[src/rtl/amp_pkg.sv]
// Shared types and sizing helpers for the programmable-gain amplifier SPI slave.
package amp_pkg;

  typedef enum logic [1:0] {
    ST_SHUTDOWN = 2'd0,
    ST_IDLE     = 2'd1,
    ST_SHIFT    = 2'd2
  } amp_state_e;

  function automatic int frame_bits(input int ch, input int w);
    return ch * w;
  endfunction

  // Counter must hold FRAME+1 so that an over-length frame stays distinguishable.
  function automatic int cnt_bits(input int frame);
    return $clog2(frame + 2);
  endfunction

endpackage

[src/rtl/amp_gain_spi_slave_sync_edge.sv]
// Two-flop synchroniser with registered edge pulses; level and pulses change on the same clock.
module sync_edge (
  input  logic clk,
  input  logic rst_n,
  input  logic async_in,
  output logic level,
  output logic rise,
  output logic fall
);

  logic [1:0] sync_reg;
  logic       prev_reg;
  logic       rise_reg;
  logic       fall_reg;

  always_ff @(posedge clk or negedge rst_n) begin
    if (!rst_n) begin
      sync_reg <= '0;
      prev_reg <= 1'b0;
      rise_reg <= 1'b0;
      fall_reg <= 1'b0;
    end else begin
      sync_reg <= {sync_reg[0], async_in};
      prev_reg <= sync_reg[1];
      rise_reg <= sync_reg[1] & ~prev_reg;
      fall_reg <= ~sync_reg[1] & prev_reg;
    end
  end

  assign level = prev_reg;
  assign rise  = rise_reg;
  assign fall  = fall_reg;

endmodule

[src/rtl/amp_gain_spi_slave.sv]
// Clock-sampled SPI slave holding CHANNELS gain codes; commits atomically on a full, in-range frame.
module amp_gain_spi_slave
  import amp_pkg::*;
#(
  parameter int CHANNELS = 2,
  parameter int GAIN_W   = 4,
  parameter int MAX_CODE = 7
) (
  input  logic                         CLK,
  input  logic                         RST_N,
  input  logic                         SPI_SCK,
  input  logic                         SPI_MOSI,
  input  logic                         AMP_CS,
  input  logic                         AMP_SHDN,
  output logic                         AMP_DOUT,
  output logic [CHANNELS*GAIN_W-1:0]   GAIN,
  output logic                         GAIN_VALID,
  output logic                         ERR_FRAME,
  output logic                         ERR_CODE
);

  localparam int FRAME = frame_bits(CHANNELS, GAIN_W);
  localparam int CNT_W = cnt_bits(FRAME);
  localparam logic [CNT_W-1:0]  CNT_FRAME = CNT_W'(FRAME);
  localparam logic [CNT_W-1:0]  CNT_SAT   = CNT_W'(FRAME + 1);
  localparam logic [GAIN_W-1:0] MAX_FIELD = GAIN_W'(MAX_CODE);

  logic sck_level, sck_rise, sck_fall;
  logic cs_level, cs_rise, cs_fall;
  logic shdn_level, shdn_rise, shdn_fall;
  logic [1:0] mosi_sync_reg;
  logic       mosi_sync;

  sync_edge u_sck (
    .clk(CLK), .rst_n(RST_N), .async_in(SPI_SCK),
    .level(sck_level), .rise(sck_rise), .fall(sck_fall)
  );
  sync_edge u_cs (
    .clk(CLK), .rst_n(RST_N), .async_in(AMP_CS),
    .level(cs_level), .rise(cs_rise), .fall(cs_fall)
  );
  sync_edge u_shdn (
    .clk(CLK), .rst_n(RST_N), .async_in(AMP_SHDN),
    .level(shdn_level), .rise(shdn_rise), .fall(shdn_fall)
  );

  logic unused_edges;
  assign unused_edges = &{1'b0, sck_level, shdn_rise};

  always_ff @(posedge CLK or negedge RST_N) begin
    if (!RST_N) mosi_sync_reg <= '0;
    else        mosi_sync_reg <= {mosi_sync_reg[0], SPI_MOSI};
  end
  assign mosi_sync = mosi_sync_reg[1];

  amp_state_e               state_reg, state_next;
  logic [FRAME-1:0]         gain_reg, gain_next;
  logic [FRAME-1:0]         sin_reg, sin_next;
  logic [FRAME-1:0]         sout_reg, sout_next;
  logic [CNT_W-1:0]         cnt_reg, cnt_next;
  logic                     valid_reg, valid_next;
  logic                     errf_reg, errf_next;
  logic                     errc_reg, errc_next;
  logic [CHANNELS-1:0]      field_bad;

  // Channel 0 sits in the most significant field.
  generate
    for (genvar gi = 0; gi < CHANNELS; gi++) begin : g_range
      assign field_bad[gi] = sin_reg[(CHANNELS-1-gi)*GAIN_W +: GAIN_W] > MAX_FIELD;
    end
  endgenerate

  always_ff @(posedge CLK or negedge RST_N) begin
    if (!RST_N) begin
      state_reg <= ST_IDLE;
      gain_reg  <= '0;
      sin_reg   <= '0;
      sout_reg  <= '0;
      cnt_reg   <= '0;
      valid_reg <= 1'b0;
      errf_reg  <= 1'b0;
      errc_reg  <= 1'b0;
    end else begin
      state_reg <= state_next;
      gain_reg  <= gain_next;
      sin_reg   <= sin_next;
      sout_reg  <= sout_next;
      cnt_reg   <= cnt_next;
      valid_reg <= valid_next;
      errf_reg  <= errf_next;
      errc_reg  <= errc_next;
    end
  end

  always_comb begin
    state_next = state_reg;
    gain_next  = gain_reg;
    sin_next   = sin_reg;
    sout_next  = sout_reg;
    cnt_next   = cnt_reg;
    valid_next = 1'b0;
    errf_next  = 1'b0;
    errc_next  = 1'b0;
    if (shdn_level) begin
      // Shutdown wins over everything, including a frame in flight.
      state_next = ST_SHUTDOWN;
      gain_next  = '0;
      sin_next   = '0;
      sout_next  = '0;
      cnt_next   = '0;
    end else begin
      case (state_reg)
        ST_SHUTDOWN: begin
          if (shdn_fall) state_next = ST_IDLE;
        end
        ST_IDLE: begin
          if (cs_fall) begin
            sout_next  = gain_reg;
            cnt_next   = '0;
            state_next = ST_SHIFT;
          end
        end
        ST_SHIFT: begin
          // A CS edge masks any SCK edge seen in the same cycle.
          if (cs_rise) begin
            state_next = ST_IDLE;
            if (cnt_reg != CNT_FRAME) begin
              errf_next = 1'b1;
            end else if (|field_bad) begin
              errc_next = 1'b1;
            end else begin
              gain_next  = sin_reg;
              valid_next = 1'b1;
            end
          end else if (sck_rise) begin
            sin_next = {sin_reg[FRAME-2:0], mosi_sync};
            if (cnt_reg != CNT_SAT) cnt_next = cnt_reg + 1'b1;
          end else if (sck_fall) begin
            sout_next = {sout_reg[FRAME-2:0], 1'b0};
          end
        end
        default: state_next = ST_IDLE;
      endcase
    end
  end

  assign AMP_DOUT   = cs_level ? 1'b0 : sout_reg[FRAME-1];
  assign GAIN       = gain_reg;
  assign GAIN_VALID = valid_reg;
  assign ERR_FRAME  = errf_reg;
  assign ERR_CODE   = errc_reg;

endmodule

[config.mk]
export PLATFORM = sky130hd
export DESIGN_NAME = amp_gain_spi_slave
export DESIGN_NICKNAME = d
export VERILOG_FILES = /design/src/rtl/amp_pkg.sv /design/src/rtl/amp_gain_spi_slave_sync_edge.sv /design/src/rtl/amp_gain_spi_slave.sv
export SDC_FILE = /design/constraint.sdc
export NUM_CORES = 1
export LEC_CHECK = 0
export BUFFER_PORTS_ARGS = -buffer_cell sky130_fd_sc_hd__buf_2
export CORE_MARGIN = 2
export CORE_UTILIZATION = 48
export CTS_BUF_LIST = sky130_fd_sc_hd__clkbuf_4
export DETAILED_ROUTE_END_ITERATION = 8
export GPL_TIMING_DRIVEN = 1
export PLACE_DENSITY = 0.76
export SLEW_MARGIN = 40
export SYNTH_ARGS = -nofsm -noshare
export SYNTH_HDL_FRONTEND = slang
export SYNTH_SLANG_ARGS = --single-unit
[constraint.sdc]
create_clock -name CLK -period 2 [get_ports CLK]
set_input_delay 0.3 -clock CLK [delete_from_list [all_inputs] [get_ports CLK]]
set_output_delay 0.3 -clock CLK [all_outputs]
set_load 0.01 [all_outputs]
Yosys cells after proc, flatten, opt, wreduce, memory -nomap -nowiden. Index checks and enable logic that the tools add are counted. W data, S select, Z words.

Eq/ne operators: 15. Multiplexer cells: 41. $lt $le $gt $ge: 2. Bitwise gates (word level): 10. Reductions and logical operators: 11. Add/subtract/negate cells: 1.

Operators with widths (count): $mux W8 (14); $mux W4 (5); $pmux W8 S2 (1); $mux W1 (15); $ne A3 B1 Y1 const B (5); $reduce_and A5 Y1 (2); $ne A3 B2 Y1 const B (3); $gt A4 B3 Y1 const B (2); $mux W2 (4); $ne A4 B4 Y1 const B (2); $pmux W4 S2 (1); $ne A2 B1 Y1 const B (3); $pmux W2 S3 (1); $reduce_and A3 Y1 (2); $reduce_bool A2 Y1 (3); $and A1 B1 Y1 (5); $not A1 Y1 (5); $add A4 B1 Y4 const B (1); $reduce_and A4 Y1 (1); $reduce_bool A3 Y1 (1); $eq A2 B1 Y1 const B (1); $eq A2 B2 Y1 const B (1); $logic_not A2 Y1 (1); $reduce_or A2 Y1 (1).

Output and inout port bits: 12. Input bits: 6. Bits in registers: 49.

Longest topological paths before layout.
Depth after elaboration: 7. Depth in mapped cells: 7. Depth with buffers taken out: 5.

Hierarchy. From an unflattened synthesis, not the netlist that was laid out.

Cell total of the unflattened synthesis: 176. Area, all modules: 2130.8 um^2.

By module, submodules not included: amp_gain_spi_slave (sequential area each 877.1 um^2, times used 1, cells an instance 155, area an instance 1710.4 um^2); sync_edge (sequential area each 125.1 um^2, times used 3, cells an instance 7, area an instance 140.1 um^2).

Least setup slack after synthesis. Ideal clock, no wire load.

Path type: reg-to-reg. Start point: register state_reg[0]. End point: register state_reg[1]. Period minus slack after synthesis: 1.662 ns. Setup time: 0.120 ns. Cell stages (with the launch flop): 7. Arrival: 1.542 ns. Slack: 0.338 ns. Cells stage by stage: dfstp_2 inv_1 ha_1 clkbuf_2 nor2b_1 or3_1 and3_1.

Longest elaborated chain between the ends: 3.

RTL lines: start, declared (line amp_gain_spi_slave.sv:56) `amp_state_e state_reg, state_next;`; start signal, assigned (line amp_gain_spi_slave.sv:84) `state_reg <= state_next;`; $eq A2 B1 Y1 (tied with other cells) (line amp_gain_spi_slave.sv:112) `case (state_reg)`; $ne A3 B1 Y1 (no line) / $pmux W2 S3 (equally long branches); $reduce_and A3 Y1 (no line) / $mux W2 (equally long branches).

Parallel ways exist; a longest one is shown, timed or not. A chain may end at the register's enable or synchronous reset.

Worst setup path in the final report.
Start point: register state_reg[0]. End point: register sin_reg[2].

Longest elaborated chain between the ends: 3.

RTL lines: $eq A2 B2 Y1 (line amp_gain_spi_slave.sv:112); $reduce_bool A2 Y1 (no line); $reduce_and A3 Y1 (no line); end signal, assigned (line amp_gain_spi_slave.sv:86) `sin_reg <= sin_next;`; end, declared (line amp_gain_spi_slave.sv:58) `logic [FRAME-1:0] sin_reg, sin_next;`.

Every way passes these cells.

==> summary.md <==
| Metric | Value |
|---|---|
| Status | `finished with violations` |
| Violated checks | `negative hold slack` |
| Comb power frac | `10.7%` |
| 1st-iter DRT viols | `160` |
| Clk pwr share | `between 20% and 30%` |
| Remaining antenna violation count | `0` |
| Data arrival, critical path | `just over 2 ns` |
| Overall Global Routing Usage | `17.84%` |
| Crit-path max FO | `15` |
| Setup TNS | `0 ns` |
| Die width | `71.72 microns` |
| Post-Syn Nets | `212` |
| Flop pwr share | `61.6%` |
| DP Worst Slack | `0.3153 ns` |
| Area delta synth->final | `10.74%` |
| Synthesized area | `2201 sq um` |
| Final core occ | `55.59%` |
| Number of max-cap violations | `0` |
| Mean Syn Cell Area | `11.00 sq um` |
| IO Port Bufs | `17` |
| Worst-Margin Slew | `about 0.61 ns` |
| DRC viols | `0` |
| Min-Delay Path Class | `in -> async` |
| Core area | `approximately 4400 sq um` |
| Worst Hold Slack | `-0.006235 ns` |
| Clock skew | `0.005906 ns` |
| RSZ-0062 raised after global routing | `false` |
| Count of mapped cells out of synthesis | `200` |
| Via count | `roughly 1500` |
| Fraction of layout cells with a size suffix above 1 | `18.75%` |
| Routability cong. | `0.8117` |
| Sequential element share of the synthesized area | `55.77%` |
| Warnings from Yosys | `0` |
| Wire length per cell | `15.03 microns` |
| Pin count of the biggest net entering global routing | `50` |
| Slew headroom | `between 50% and 60%` |
| Clk slew on worst S/H paths | `between 0.1 and 0.15 ns` |
| Yosys top cell area share | `54.58%` |
| Initial antenna violation count | `0` |
| Minimum clock period | `1.719 ns` |
| Final setup violation count | `0` |
| Final hold viol count | `2` |
| Clock latency on the worst-skew pair | `0.37 ns` |
| Max-slew violations | `0` |
| CP Class | `reg -> reg` |
| Setup WS post-layout | `0.2814 ns` |
| CTS tree | `done` |
| Crit end category | `register` |
| Root buffer cell | `clkbuf_4` |
| Power per standard cell area | `688.5 nW/um^2` |
| Count of different cell masters after synthesis | `35` |
| Switch share | `27.21%` |
| H-tree Lvls | `2` |
| Power, Total | `1.678 mW` |
| IO Pins | `18` |
| Worst vdd ir | `0.4503 mV` |
| Initial core utilization | `50.20%` |
| Vias per cell | `5.482` |
| Ranking of synthesized cells by area | `dfrtp_1, mux2i_1, nand2_1, nor2b_1, mux2_2` |
| DPL Wire Length | `2.772 mm` |
| Setup bufs post-CTS | `0` |
| Chip height | `71.72 microns` |
| Critical path data required time | `2.30 ns` |
| CTS Buf Count | `5` |
| Fin nets | `235` |
| Internal power | `1.222 mW` |
| Die area | `5143 sq um` |
| Net Sw Power | `456.6 uW` |
| CTS max path bufs | `2` |
| Leakage Power | `1.081 nW` |
| FP Rows | `24` |
| Post-synthesis sequential element count | `49` |
| Clk sinks | `49` |
| Global-route wire length before repair | `around 7.1 mm` |
| Diode count | `0` |
| First-pass detailed-route iteration total | `4` |
| Routed WL | `approximately 4.1 mm` |
| Final cycle utilization of the critical path | `a little under nine tenths` |
| Total grt overflow | `0` |
| Synth area leader | `dfrtp_1` |
| CP startpoint kind | `register` |
| FMAX | `581.9 MHz` |
| Via count of the first global-routing pass | `1528` |
-- cells by family after synthesis --
logic type / synth area share, %
flip-flops: 55.77
multiplexers: 9.949
adder cells (fa/ha/maj): 3.411
AND/OR/NAND/NOR: 20.30
buffers and inverters: 3.468
AO/OA/AOI/OAI: 7.106
-- stage by stage --
stage	hold slack [ns]	std cells	cell area, sq um
finish	-0.006235	276	2437
global route	0.05236	276	2437
CTS	0.007028	272	2397
detailed placement	0.3358	264	2338
global placement	0.3324	264	2338
floorplan	0.004409	200	2201
-- repair_timing --
action                                  in CTS  in global routing
hold buffers                                 0                  4
hold endpoints to repair                     0                  4
gates resized for setup                      0                  0
endpoints found under the setup margin       0                  0
-- worst max-delay path, stage by stage (launching register included) --
cell	delay [ns]
dfstp_2	0.57
inv_1	0.06
ha_1	0.24
buf_4	0.22
nand3b_1	0.30
nand2_1	0.10
a21oi_1	0.15
-- power groups by stage --
stage                     Clock [mW]  Sequential, mW  Combinational [mW]
after CTS                      0.484            1.03               0.174
after global placement             0            1.05               0.171
after floorplan                    0            1.04               0.124
after global routing           0.522            1.04               0.199
final                          0.465            1.03               0.179
after detailed placement           0            1.05               0.173
-- metal layers --
layer,part of all wire [%],track usage [%],up-vias
li1,-,-,735
met1,44,23.53,740
met2,50,29.01,31
met3,3.6,3.797,7
met4,1.7,6.918,0
met5,0,0,-
-- area by class of cell --
cell class              instances  area [sq um]
well taps                      52         65.06
inverters                       7         26.28
multi-input cells             134         897.1
clock inverters                 3         21.27
clock buffers                   5         37.54
flip-flops and latches         49          1227
repair buffers                 26         162.7
fillers                       371          1947
-- layout by cell type, fill, tap and decap left out, types with 2 or more instances in the layout --
cell	n
nor2b_1	14
inv_1	6
a2111o_1	2
nand2b_1	2
nor2_1	8
nand4_1	2
nor3b_1	4
mux2_2	7
nand3_1	13
ha_1	6
nand3b_1	2
mux2i_1	14
buf_2	17
o31ai_1	2
buf_4	5
clkbuf_4	5
nor3_1	2
o221ai_1	4
dfrtp_1	48
dlygate4sd3_1	4
a21oi_1	9
nand2_1	32
-- final timing paths --
check | from | end | slack (ns) | depth (start not counted)
setup / recovery | state_reg[0]$_DFFE_PN1P_ | sin_reg[2]$_DFFE_PN0P_ | 0.28 | 6
hold / removal | RST_N | state_reg[1]$_DFFE_PN0P_ | -0.006 | 2
max in group asynchronous | RST_N | sout_reg[3]$_DFFE_PN0P_ | 1.59 | 2
min in group CLK | u_shdn.sync_reg[0]$_DFF_PN0_ | u_shdn.sync_reg[1]$_DFF_PN0_ | 0.36 | 0
setup reg to reg | state_reg[0]$_DFFE_PN1P_ | sin_reg[2]$_DFFE_PN0P_ | 0.28 | 6
hold reg to reg | u_shdn.sync_reg[0]$_DFF_PN0_ | u_shdn.sync_reg[1]$_DFF_PN0_ | 0.36 | 0
-- synthesized netlist by cell type (all sizes together) --
cell,count
and2,1
and3b,1
nor2b,14
ha,6
o31ai,2
nor3,2
dfrtp,48
o221ai,4
nand2,32
mux2i,14
buf,7
or2,1
a311o,1
and4,1
dfstp,1
nor3b,5
o211ai,2
nand3b,2
nor2,8
and3,1
nand4,2
clkbuf,3
nand2b,2
nand3,13
a21oi,9
mux2,7
nand4b,1
a2111o,2
inv,7
or3,1
Note: power is estimated with default switching activity, not from simulation.
